===== src/rtl/seg_scan_display_pkg.sv =====
// seg_scan_display_pkg: active-low seven-segment codes {a,b,c,d,e,f,g} and hex decode
package seg_scan_display_pkg;
  localparam logic [6:0] VAL_0 = 7'b0000001;
  localparam logic [6:0] VAL_1 = 7'b1001111;
  localparam logic [6:0] VAL_2 = 7'b0010010;
  localparam logic [6:0] VAL_3 = 7'b0000110;
  localparam logic [6:0] VAL_4 = 7'b1001100;
  localparam logic [6:0] VAL_5 = 7'b0100100;
  localparam logic [6:0] VAL_6 = 7'b0100000;
  localparam logic [6:0] VAL_7 = 7'b0001111;
  localparam logic [6:0] VAL_8 = 7'b0000000;
  localparam logic [6:0] VAL_9 = 7'b0000100;
  localparam logic [6:0] VAL_A = 7'b0001000;
  localparam logic [6:0] VAL_B = 7'b1100000;
  localparam logic [6:0] VAL_C = 7'b0110001;
  localparam logic [6:0] VAL_D = 7'b1000010;
  localparam logic [6:0] VAL_E = 7'b0110000;
  localparam logic [6:0] VAL_F = 7'b0111000;
  localparam logic [6:0] VAL_BLANK = 7'b1111111;
  localparam logic [6:0] VAL_DEF = 7'b1111110;

  function automatic logic [6:0] hex_to_seg(input logic [3:0] h);
    case (h)
      4'h0: hex_to_seg = VAL_0;
      4'h1: hex_to_seg = VAL_1;
      4'h2: hex_to_seg = VAL_2;
      4'h3: hex_to_seg = VAL_3;
      4'h4: hex_to_seg = VAL_4;
      4'h5: hex_to_seg = VAL_5;
      4'h6: hex_to_seg = VAL_6;
      4'h7: hex_to_seg = VAL_7;
      4'h8: hex_to_seg = VAL_8;
      4'h9: hex_to_seg = VAL_9;
      4'hA: hex_to_seg = VAL_A;
      4'hB: hex_to_seg = VAL_B;
      4'hC: hex_to_seg = VAL_C;
      4'hD: hex_to_seg = VAL_D;
      4'hE: hex_to_seg = VAL_E;
      4'hF: hex_to_seg = VAL_F;
      default: hex_to_seg = VAL_DEF;
    endcase
  endfunction
endpackage


===== src/rtl/seg_scan_display_if.sv =====
// seg_scan_display_if: display request inputs and active-low pin outputs
interface seg_scan_display_if #(parameter int DIGITS = 4);
  logic [4*DIGITS-1:0] num;
  logic [DIGITS-1:0] dp_in;
  logic [DIGITS-1:0] digit_en;
  logic blank_lz;
  logic [3:0] bright;
  logic [DIGITS-1:0] seg_C;
  logic [6:0] a_to_g;
  logic dp;
  modport master(output num, dp_in, digit_en, blank_lz, bright, input seg_C, a_to_g, dp);
  modport slave(input num, dp_in, digit_en, blank_lz, bright, output seg_C, a_to_g, dp);
endinterface


===== src/rtl/seg_scan_display_seg_decoder.sv =====
// seg_decoder: combinational hex nibble to active-low segment pattern
module seg_decoder
  import seg_scan_display_pkg::*;
(
  input  logic [3:0] nib_i,
  output logic [6:0] seg_o
);
  assign seg_o = hex_to_seg(nib_i);
endmodule


===== src/rtl/seg_scan_display.sv =====
// seg_scan_display: multiplexed hex display with frame snapshot, LZ blanking, PWM and guard cycle
module seg_scan_display
  import seg_scan_display_pkg::*;
#(
  parameter int DIGITS = 4,
  parameter int CLK_DIV = 100000
) (
  input logic clk,
  input logic rst,
  seg_scan_display_if.slave bus
);
  localparam int PW = $clog2(CLK_DIV);
  localparam int IW = DIGITS > 1 ? $clog2(DIGITS) : 1;
  localparam logic [IW-1:0] TOP = IW'(DIGITS - 1);
  localparam logic [PW:0] SLICE = (PW + 1)'(CLK_DIV / 16);

  logic [PW-1:0] pre_q, pre_d;
  logic [IW-1:0] idx_q, idx_d;
  logic prime_q;
  logic [4*DIGITS-1:0] num_q;
  logic [DIGITS-1:0] dpi_q, en_q, lz, seg_c_q, seg_c_d;
  logic blz_q, tick, snap, lit, blank, z, dp_q, dp_d;
  logic [3:0] bright_q, nib;
  logic [PW:0] lim;
  logic [6:0] dec, atog_q, atog_d;

  seg_decoder u_dec (.nib_i(nib), .seg_o(dec));

  always_comb begin
    lz = '0;
    z = 1'b1;
    for (int k = DIGITS - 1; k > 0; k--) begin
      z = z && (num_q[4*k +: 4] == 4'h0);
      lz[k] = blz_q && z;
    end
  end

  // prime_q makes the first tick after reset a snapshot so the scan restarts at the leftmost digit
  always_comb begin
    tick = pre_q == PW'(CLK_DIV - 1);
    snap = tick && (prime_q || idx_q == '0);
    pre_d = tick ? '0 : pre_q + 1'b1;
    idx_d = snap ? TOP : tick ? idx_q - 1'b1 : idx_q;
    nib = num_q[4*idx_q +: 4];
    lim = (PW + 1)'({1'b0, bright_q} + 5'd1) * SLICE + (PW + 1)'(1);
    lit = en_q[idx_q] && pre_q != '0 && {1'b0, pre_q} < lim;
    blank = lz[idx_q];
    seg_c_d = lit ? ~(DIGITS'(1) << idx_q) : '1;
    atog_d = blank ? VAL_BLANK : dec;
    dp_d = blank | ~dpi_q[idx_q];
  end

  always_ff @(posedge clk) begin
    if (rst) begin
      pre_q <= '0;
      idx_q <= TOP;
      prime_q <= 1'b1;
      num_q <= '0;
      dpi_q <= '0;
      en_q <= '0;
      blz_q <= 1'b0;
      bright_q <= '0;
      seg_c_q <= '1;
      atog_q <= VAL_BLANK;
      dp_q <= 1'b1;
    end else begin
      pre_q <= pre_d;
      idx_q <= idx_d;
      prime_q <= prime_q && !tick;
      seg_c_q <= seg_c_d;
      atog_q <= atog_d;
      dp_q <= dp_d;
      if (snap) begin
        num_q <= bus.num;
        dpi_q <= bus.dp_in;
        en_q <= bus.digit_en;
        blz_q <= bus.blank_lz;
        bright_q <= bus.bright;
      end
    end
  end

  assign bus.seg_C = seg_c_q;
  assign bus.a_to_g = atog_q;
  assign bus.dp = dp_q;
endmodule


===== src/flat_wrapper.sv =====
// flat-port wrapper written by rule: the top's interface ports become plain ports
module seg_scan_display_flat import seg_scan_display_pkg::*;
#(
  parameter int DIGITS = 4,
  parameter int CLK_DIV = 100000
)
  (clk, rst, bus_num, bus_dp_in, bus_digit_en, bus_blank_lz, bus_bright, bus_seg_C, bus_a_to_g, bus_dp);
  seg_scan_display_if #(.DIGITS(DIGITS)) bus_i ();
  input logic clk;
  input logic rst;
  input wire logic [$bits(bus_i.num)-1:0] bus_num;
  input wire logic [$bits(bus_i.dp_in)-1:0] bus_dp_in;
  input wire logic [$bits(bus_i.digit_en)-1:0] bus_digit_en;
  input wire logic [$bits(bus_i.blank_lz)-1:0] bus_blank_lz;
  input wire logic [$bits(bus_i.bright)-1:0] bus_bright;
  output wire logic [$bits(bus_i.seg_C)-1:0] bus_seg_C;
  output wire logic [$bits(bus_i.a_to_g)-1:0] bus_a_to_g;
  output wire logic [$bits(bus_i.dp)-1:0] bus_dp;
  assign bus_i.num = bus_num;
  assign bus_i.dp_in = bus_dp_in;
  assign bus_i.digit_en = bus_digit_en;
  assign bus_i.blank_lz = bus_blank_lz;
  assign bus_i.bright = bus_bright;
  assign bus_seg_C = bus_i.seg_C;
  assign bus_a_to_g = bus_i.a_to_g;
  assign bus_dp = bus_i.dp;
  seg_scan_display #(.DIGITS(DIGITS), .CLK_DIV(CLK_DIV)) u_core (.clk(clk), .rst(rst), .bus(bus_i));
endmodule

===== config.mk =====
export PLATFORM = sky130hd
export DESIGN_NAME = seg_scan_display_flat
export DESIGN_NICKNAME = d
export VERILOG_FILES = /design/src/rtl/seg_scan_display_pkg.sv /design/src/rtl/seg_scan_display_if.sv /design/src/rtl/seg_scan_display_seg_decoder.sv /design/src/rtl/seg_scan_display.sv /design/src/flat_wrapper.sv
export SDC_FILE = /design/constraint.sdc
export NUM_CORES = 1
export LEC_CHECK = 0
export BUFFER_PORTS_ARGS = -buffer_cell sky130_fd_sc_hd__buf_2
export CAP_MARGIN = 40
export CORE_MARGIN = 2
export CORE_UTILIZATION = 64
export CTS_CLUSTER_SIZE = 8
export DETAILED_ROUTE_END_ITERATION = 6
export PLACE_DENSITY = 0.93
export SYNTH_ARGS = -nofsm -noshare
export SYNTH_HDL_FRONTEND = slang
export SYNTH_SLANG_ARGS = --single-unit

===== constraint.sdc =====
create_clock -name clk -period 8.9 [get_ports clk]
set_clock_uncertainty 0.2 [all_clocks]
set_input_delay 0.445 -clock clk [delete_from_list [all_inputs] [get_ports clk]]
set_output_delay 0.445 -clock clk [all_outputs]
set_load 0.02 [all_outputs]

; After elaboration in Yosys (flattened, before gate mapping)
; Memory sizes are Yosys's and may differ from the RTL's. A register that Yosys moved wholly into a read port is not among the register bits.
; Cells that the tools add are included.
[op_classes]
n_mux = 6
addsub = 4
n_bitwise = 4
multipliers = 1
n_eq_ne = 1
div = 0
n_shift = 2
n_reduce_logical = 20
magnitude_cmp = 2
[ops]
columns = operator, n
row1 = "18-bit by 1-bit adder with 18-bit output, second input constant", 1
row2 = 17-bit by 18-bit < comparator with 1-bit output, 1
row3 = "18-bit by 12-bit multiplier with 17-bit output, second input constant", 1
row4 = "17-bit by 1-bit adder with 17-bit output, second input constant", 1
row5 = "17-bit == test, second input constant", 1
row6 = 17-bit nonzero test, 1
row7 = 16-bit by 5-bit indexed part select with 4-bit output, 1
row8 = 4-bit zero test, 3
row9 = 1-bit logical AND, 9
row10 = 2-bit OR reduction, 4
row11 = 1-bit binary-select mux with 2-bit select, 3
row12 = "4-bit by 1-bit adder with 5-bit output, second input constant", 1
row13 = 4-bit inverter, 1
row14 = "1-bit by 2-bit left shift with 4-bit output, first input constant", 1
row15 = "2-bit by 3-bit < comparator with 1-bit output, second input constant", 1
row16 = 1-bit 2-to-1 mux, 3
row17 = 2-bit zero test, 1
row18 = 1-bit inverter, 2
row19 = "2-bit by 1-bit subtractor with 2-bit output, second input constant", 1
row20 = 1-bit zero test, 1
row21 = 1-bit logical OR, 1
row22 = 1-bit OR, 1
[word_totals]
mem_bits_rw = 0
romBits = 112
output_inout_bits = 12
memories = 1
reg_bits = 54
latchBits = 0
input_bits = 31
[mem_list]
columns = name, words, width, rd, rd_ports_with_merged_regs, wr, line
row1 = (no name shown), 16, 7, 1, 1, 0, seg_scan_display_pkg.sv:23  ; case (h)

; Depth between registers and ports, before layout
; Gate-level depths: netlist (run 1).
[logic_depth]
word_depth = 7
depth_mapped = 22
depth_no_buf = 21

; Hierarchy
; From an unflattened synthesis (run 1), not the netlist that was laid out.
[hier_totals]
cells_unflattened = 438
area_unflattened_um2 = 4102.7
[by_module_without_submodules]
columns = mod, n_inst, seq_area_each_um2, area_each_um2, cells_per_inst
row1 = seg_scan_display, 1, 1221.2, 3849.9, 402
row2 = seg_decoder, 1, 0.0, 252.7, 36

; Worst setup path after synthesis (run 1)
; Ideal clock, no wire load.
[synth_timing]
path_kind = register -> register
from = reg u_core.bright_q[0]
to = reg u_core.seg_c_q[0], in the netlist u_core.bus.seg_C[0]
setup_time_ns = 0.135
arrival_time_ns = 4.188
period_less_slack_ns = 4.523
path_stages_with_launch = 19
path_buffers = 0
path_slack_ns = 4.377
cell_sequence = dfxtp_1 > ha_1 > xor2_1 > ha_1 > ha_1 > ha_1 > ha_1 > or3_1 > o2111ai_2 > nand2_1 > a21oi_1 > xor2_1 > ha_1 > a2111oi_0 > o21ai_0 > a31oi_1 > o21ai_0 > o21ai_1 > o211ai_1
[synth_between]
elab_chain_len = 7
[synth_lines]
columns = item, line
row1 = "start, declared", seg_scan_display.sv:23  ; logic [3:0] bright_q, nib;
row2 = "start signal, assigned", seg_scan_display.sv:78  ; bright_q <= bus.bright;
row3 = 4-bit by 1-bit adder with 5-bit output, seg_scan_display.sv:45  ; lim = (PW + 1)'({1'b0, bright_q} + 5'd1) * SLICE + (PW + 1)'(1);
row4 = 18-bit by 12-bit multiplier with 17-bit output, seg_scan_display.sv:45
row5 = 18-bit by 1-bit adder with 18-bit output, seg_scan_display.sv:45
row6 = 17-bit by 18-bit < comparator with 1-bit output, seg_scan_display.sv:46  ; lit = en_q[idx_q] && pre_q != '0 && {1'b0, pre_q} < lim;
row7 = 1-bit logical AND, seg_scan_display.sv:46
row8 = 1-bit inverter (no line), -
row9 = 2-bit OR reduction (no line), -
row10 = "end signal, assigned", seg_scan_display.sv:70  ; seg_c_q <= seg_c_d;
row11 = "end, declared", seg_scan_display.sv:21  ; logic [DIGITS-1:0] dpi_q, en_q, lz, seg_c_q, seg_c_d;
; No other way between the ends.
; A chain may end at the register's enable or synchronous reset.

; Worst setup path after layout (run 1)
[layout_timing]
from = reg u_core.bright_q[0]
to = reg u_core.seg_c_q[3], in the netlist u_core.bus.seg_C[3]
; Same word-level chain as after synthesis.

==> results.yml, run 1 <==
route:
  drtAntennaViolNets: 0
  avgViaCountPerCell: 6.17
  vias: 3469
  drt_iter0_drc: 215
  drc: 0
  post_drt_wl_per_cell_um: 17.1
  wl_um: 9620
  drt_first_pass_iters: 5
power:
  p_comb_share_pct: 4.1
  peakVddDrop_mv: 0.127
  power_mw: 0.522
  p_switching_mw: 0.135
  switching_share_pct: 25.9
  internal_power_mw: 0.386
  p_leak_nw: 1.91
  p_per_area_nw_per_um2: 122
  p_seq_share_pct: 53.2
  clock_power_share_pct: 42.7
final_layout:
  fin_nets: 572
  instances_no_fill: 562
  area_growth_pct: 8.39
  drive_gt1_share_pct: 16.4
  antenna_cells: 0
place:
  hpwl_um: 6710
  place_inst: 546
  io_buffers: 42
  gp_congestion: 0.977
run_status:
  outcome: "complete, no violations"
setup_path:
  cp_slowest_cell: "dfxtp_1"
  regToRegSetupSlack_ns: 3.45
  crit_top_cell: "ha_1"
  path_cells: "ha_1, xor2_1, ha_1, xor2_1, ha_1, ha_1, ha_1, and3b_1, o2111ai_2, nand2_1, nand3_1, a21boi_0, xnor2_1, ha_1, a2111oi_0, o21ai_0, a31oi_1, o21ai_0, o21ai_1, o211ai_1"
  crit_buf_inv: 0
  r2r-start: "u_core.bright_q[0]"
  crit_fanout: 8
  critPathArrivalTime_ns: 5.46
  critPathRequiredTime_ns: 8.91
  cpPeakStageDelay_ns: 0.52
  critPathKind: "flip-flop to flip-flop"
  end_kind: "flip-flop"
  critPathLaunchType: "flip-flop"
  critPathTopFamily: "compound AO/OA/AOI/OAI gates"
  reg2reg_depth: 20
  reg2reg_to: "u_core.bus.seg_C[3]"
sta:
  finalSetupViolations: 0
  fmax_mhz: 184
  worstMarginPinSlew_ns: 0.642
  rsz0062_at_grt: "no"
  maxSlewHeadroom_pct: 57.2
  final.setup.tns_ns: 0
  hold_viol_final: 0
  layout_min_cycle_time_ns: 5.45
  fin_crit_sh_pct: 61.2
  slew_viol_final: 0
floorplanning:
  fp.dieH_um: 82.4
  die-area_sq_um: 6800
  rows: 28
  ioPinCount: 43
  start_util_pct: 66.5
  core_sq_um: 5920
  die_width_um: 82.4
synthesis:
  synth_cell_types: 55
  synthCells: 445
  synth.net_count: 535
  synthArstFlopShare_pct: 0
  synth-edff-count: 0
  synth.avg_cell_area_sq_um: 8.85
  synth-warning-count: 0
  syn_area_sq_um: 3940
  synth-seq-cells: 61
  ys.flop_type: "dfxtp_1"
  yosysSeqAreaShare_pct: 31.0
clock_network:
  cts_setup_buffers: 0
  clk_latency_ns: 0.35
  cts-buffers-inserted: 9
  cts_tree: "done"
  cts.sinks: 61
  holdBufCountCts: 0
  clockBufferDepth: 2
  cts_resized: 0
  htreeDepth: 3
  clkTransAtPathRegs_ns: 0.08
  root_buffer: "clkbuf_8"
global_routing:
  antenna_found_initial: 0
  grt_max_degree: 36
  grt_pass1_wl_um: 15600
  grt_pass1_vias: 3411
  grt_overflow: 0
  grt_usage_pct: 30.8
min_path:
  hp-start: "bus_num[15]"
  holdPathStages: 3
  hp-class: "input pin to flip-flop"
  whs_endpoint: "u_core.num_q[15]"
job:
  cap_viol_max_count: 0
## worst max-delay path by stage
stage	cells after the start	startpoint	endpoint	slack [ns]
global route	20	u_core.bright_q[0]	u_core.bus.seg_C[3]	3.22
CTS	20	u_core.bright_q[0]	u_core.bus.seg_C[3]	3.66
floorplan	18	u_core.bright_q[0]	u_core.bus.seg_C[0]	4.38
finish	20	u_core.bright_q[0]	u_core.bus.seg_C[3]	3.45
detailed placement	19	u_core.bright_q[0]	u_core.bus.seg_C[1]	3.84
global placement	18	u_core.bright_q[0]	u_core.bus.seg_C[0]	4.16
## Yosys cell counts (4+ instances only)
cell | instances | share of area, %
a21o_1 | 4 | 0.76
a21oi_1 | 42 | 5.3
a31oi_1 | 4 | 0.64
dfxtp_1 | 61 | 31
ha_1 | 58 | 18
inv_1 | 22 | 2.1
mux4_2 | 6 | 3.4
nand2_1 | 79 | 7.5
nand3_1 | 15 | 1.9
nand4_1 | 4 | 0.64
nor2_1 | 25 | 2.4
nor3_1 | 5 | 0.64
nor4_1 | 5 | 0.79
o211ai_1 | 12 | 2.3
o21ai_0 | 8 | 1.0
xnor2_1 | 13 | 2.9
xor2_1 | 19 | 4.2
## worst min-delay path, stage by stage
cell	delay [ns]
buf_2	0.09
nand2_1	0.04
a21oi_1	0.05
## state kept, by name, summed over array words and instances, names as in the netlist
name and count:
u_core.en_q 4, u_core.prime_q 1, u_core.blz_q 1, u_core.idx_q 2, u_core.bright_q 4, u_core.bus.a_to_g 7
u_core.bus.seg_C 4, u_core.pre_q 17, u_core.dpi_q 4, u_core.num_q 16, u_core.bus.dp 1
## logic make-up after synthesis
logic type	share of synthesized area [%]
adders and majority gates	18.9
buffers and inverters	6.20
other	0.0952
and+or+nand+nor	18.4
DFF	31.0
AOI/OAI and AO/OA	14.3
xor gates and xnor gates	7.12
muxes	4.00
## power by group through the flow
stage | clock [mW] | combinational [mW] | sequential, mW
2_1_floorplan | 0 | 0.0108 | 0.285
3_3_place_gp | 0 | 0.0201 | 0.284
3_5_place_dp | 0 | 0.0209 | 0.284
4_1_cts | 0.224 | 0.0213 | 0.278
5_1_grt | 0.234 | 0.0239 | 0.278
6_report | 0.223 | 0.0214 | 0.278
## cells in the final DEF, fill, tap and decap left out, types with 3 or more instances in the layout
cell type,synthesis,layout
nor2b_1,3,3
nor4_1,5,5
inv_1,22,22
buf_2,3,42
dfxtp_1,61,61
nor3_1,5,5
o211ai_1,12,12
xnor2_1,13,13
ha_1,58,58
nand3_1,15,15
nand2_1,79,79
a21oi_1,42,42
mux4_2,6,6
clkinv_2,0,3
or3_1,3,3
o21ai_0,8,8
a31oi_1,4,4
nand4_1,4,4
o21a_1,3,3
nor2_1,25,25
a21o_1,4,4
nand2b_1,3,3
clkbuf_8,3,9
xor2_1,19,19
## per-layer routing
metal	GRT usage, %	wire length (um)	vias up
met2	49.5	4480	203
met1	35.5	3710	1570
met4	21.7	593	0
met5	0	0	-
met3	8.26	836	71
li1	-	-	1625
## per-stage QoR
| stage | util (%) | setup WS, ns | hold slack (ns) | instance area, sq um |
|---|---|---|---|---|
| 3_3_place_gp | 68.9 | 4.16 | 0.241 | 4080 |
| 2_1_floorplan | - | 4.38 | 0.231 | 3940 |
| 4_1_cts | 72.1 | 3.66 | 0.117 | 4270 |
| 5_1_grt | 72.1 | 3.22 | 0.121 | 4270 |
| 3_5_place_dp | 69.2 | 3.84 | 0.246 | 4100 |
| 6_report | 72.1 | 3.45 | 0.119 | 4270 |
## area by class of cell
cell class / instances / area [sq um]
sequential: 61 / 1220
timing repair buffer: 43 / 225
inverter: 22 / 82.6
tap: 75 / 93.8
multi-input combinational: 345 / 2470
clock inverter: 7 / 48.8
clock buffer: 9 / 124
fill: 395 / 1650
(Power assumes the default switching activity.)
==> run 2: changes to the inputs <==
ABC_AREA = 1   (was default)
CORE_UTILIZATION = 54   (was 64)
PLACE_DENSITY = 0.84   (was 0.93)
clock period = 4.6 ns   (was 8.9 ns; I/O delays follow)
==> run 2 against run 1 <==
Net effect:
- sequential share of layout area is 3.4 points lower
- highest routed layer unchanged
- largest cell class unchanged
- non-clock buffer count up 32
- clock power up 140%
- utilization fell by 5.0 points
- count of clock-buffer cells in the layout up 1
- first-iteration DRC count increased by 72%
==> results.yml, run 2 <==
floorplanning:
  fp.dieH_um: 90.5
  rows: 31
  die_width_um: 90.5
  start_util_pct: 55.8
  ioPinCount: 43
  core_sq_um: 7250
  die-area_sq_um: 8200
synthesis:
  synth-seq-cells: 61
  yosys.area_share.xor_xnor_pct: 4.98
  yosysTopAreaCellShare_pct: 30.2
  synth-warning-count: 0
  synth_compound_area_share_pct: 14.0
  ys.flop_type: "dfxtp_1"
  synth_top_family_by_area: "simple AND/OR/NAND/NOR gates"
  synthArstFlopShare_pct: 0
  synth_common_cells: "nor2_1, nand2_1, dfxtp_1"
  synthCells: 538
  ys_top_cells_by_area: "dfxtp_1, ha_1, nor2_1"
  yosysMostFrequentCell: "nor2_1"
  synth_simple_gate_area_share_pct: 24.5
  synth_cell_types: 48
  synth.avg_cell_area_sq_um: 7.52
  yosysTopAreaCell: "dfxtp_1"
  yosysSeqAreaShare_pct: 30.2
  synth-edff-count: 0
  synth_mux_area_share_pct: 0
  synth.net_count: 628
  syn_area_sq_um: 4040
  synthAdderAreaFrac_pct: 18.4
route:
  wl_um: 10400
  vias: 3945
  drtAntennaViolNets: 0
  drt_iter0_drc: 369
  drc: 0
  drt_first_pass_iters: 5
  avgViaCountPerCell: 5.52
  post_drt_wl_per_cell_um: 14.5
sta:
  maxSlewHeadroom_pct: 41.8
  fin_crit_sh_pct: 94.2
  worstMarginPinSlew_ns: 0.865
  hold_viol_final: 0
  fmax_mhz: 231
  layout_min_cycle_time_ns: 4.33
  finalSetupViolations: 0
  final.setup.tns_ns: 0
  slew_viol_final: 0
  whs_ns: 0.292
power:
  p_leak_nw: 2.39
  peakVddDrop_mv: 0.232
  p_per_area_nw_per_um2: 232
setup_path:
  crit_fanout: 7
  crit_top_cell: "nand2_1"
  cpPeakStageDelay_ns: 0.41
  reg2reg_depth: 24
  critPathLaunchType: "flip-flop"
  cp_slowest_cell: "dfxtp_4"
  path_cells: "ha_1, nand3_2, inv_1, ha_2, ha_1, ha_1, ha_1, inv_1, o21bai_1, nand2_1, nand2_1, a21oi_2, o21ai_0, a21oi_1, xor2_1, ha_1, nand2_1, inv_1, nand2_1, nand2_1, nand2_1, nand2_1, nand2_1, nand3_1"
  critPathKind: "flip-flop to flip-flop"
  end_kind: "flip-flop"
  critPathRequiredTime_ns: 4.62
  critPathArrivalTime_ns: 4.36
final_layout:
  drive_gt1_share_pct: 14.1
  fin_nets: 701
  fillers: 567
  layout_common_cells: "nor2_1, nand2_1, dfxtp_1, ha_1, inv_1"
  top_register: "u_core.pre_q"
  instances_no_fill: 715
  largest_reg_flops: 17
  final_common_cell: "nor2_1"
  antenna_cells: 0
  utilization_pct: 67.1
  ff_latch_area_sq_um: 1230
  area_growth_pct: 20.4
  multi_input_area_sq_um: 2550
global_routing:
  grt_max_degree: 30
  grt_pass1_wl_um: 17700
  grt_usage_pct: 26.5
  grt_overflow: 0
  antenna_found_initial: 0
  grt_pass1_vias: 3918
place:
  place_inst: 667
  hpwl_um: 6780
  io_buffers: 42
  gp_congestion: 0.921
min_path:
  holdPathStages: 2
  hp-class: "flip-flop to flip-flop"
clock_network:
  clkTransAtPathRegs_ns: 0.07
  root_buffer: "clkbuf_8"
  cts_tree: "done"
  clockBufferDepth: 2
  htreeDepth: 3
  cts-buffers-inserted: 9
  cts.sinks: 61
  clk_latency_ns: 0.35
run_status:
  outcome: "complete, no violations"
job:
  cap_viol_max_count: 0
run 2: cell count changes after synthesis, sizes merged, moves of 7 or more:
cell | previous run | this run
nand3 | 15 | 26
inv | 22 | 56
nand2 | 80 | 87
a21oi | 44 | 22
o211ai | 12 | 4
nor2 | 25 | 91
o21ai | 10 | 49
run 2: timing repair:
| item | 4_1_cts | 5_1_grt |
|---|---|---|
| setup endpoints to repair | 2 | 4 |
| endpoints found under the hold margin | 29 | 0 |
| buffers inserted | 0 | 1 |
| hold buffers | 31 | 0 |
| resized for setup | 1 | 10 |
| cloned | 0 | 0 |
run 2: cell type report:
cell class,instances,share of cell area (%)
Timing Repair Buffer,75,11.0
Tap cell,99,2.54
Inverter,57,4.39
Sequential cell,61,25.2
Clock inverter,6,1.77
Multi-Input combinational cell,407,52.5
Clock buffer,10,2.62
run 2: final timing paths:
check                      from                  end  slack [ns]
max reg2reg  u_core.bright_q[0]  u_core.bus.seg_C[2]        0.27
max          u_core.bright_q[0]  u_core.bus.seg_C[2]        0.27
min              u_core.prime_q       u_core.prime_q        0.29
min reg2reg      u_core.prime_q       u_core.prime_q        0.29
run 2: metal layers:
layer / wire length, um / global-route usage, % / vias to the layer above
met1: 4320 / 31.9 / 1794
met3: 677 / 5.34 / 34
li1: - / - / 1934
met5: 0 / 0 / -
met4: 321 / 10.8 / 0
met2: 5030 / 46.0 / 183
run 2: kinds of logic after synthesis:
kind of cell    after synthesis
simple gates                227
compound gates               97
buf+inv                      70
flops                        61
fa+ha+maj                    59
xor+xnor                     23
other cells                   1
run 2: report_power, final:
group | total [mW] | switching [mW] | internal [mW]
Clock | 0.535 | 0.230 | 0.305
Sequential | 0.536 | 0.00422 | 0.532
Combinational | 0.0603 | 0.0269 | 0.0334
run 2: stage by stage:
stage          area, sq um  setup slack [ns]  total power [mW]
6_report              4870             0.267              1.13
5_1_grt               4870           -0.0130              1.16
4_1_cts               4810            0.0956              1.13
3_5_place_dp          4290            0.0957             0.589
3_3_place_gp          4290             0.330             0.588
2_1_floorplan         4040             0.573             0.568
run 2: worst max-delay path: cells and delay by family, from the launching register on:
family / cells / cell delay, ns
buffers and inverters: 3 / 0.27
AND/OR/NAND/NOR: 10 / 0.73
AO/OA/AOI/OAI: 4 / 0.62
XOR/XNOR: 1 / 0.23
flip-flops: 1 / 0.41
adder cells (fa/ha/maj): 6 / 1.73
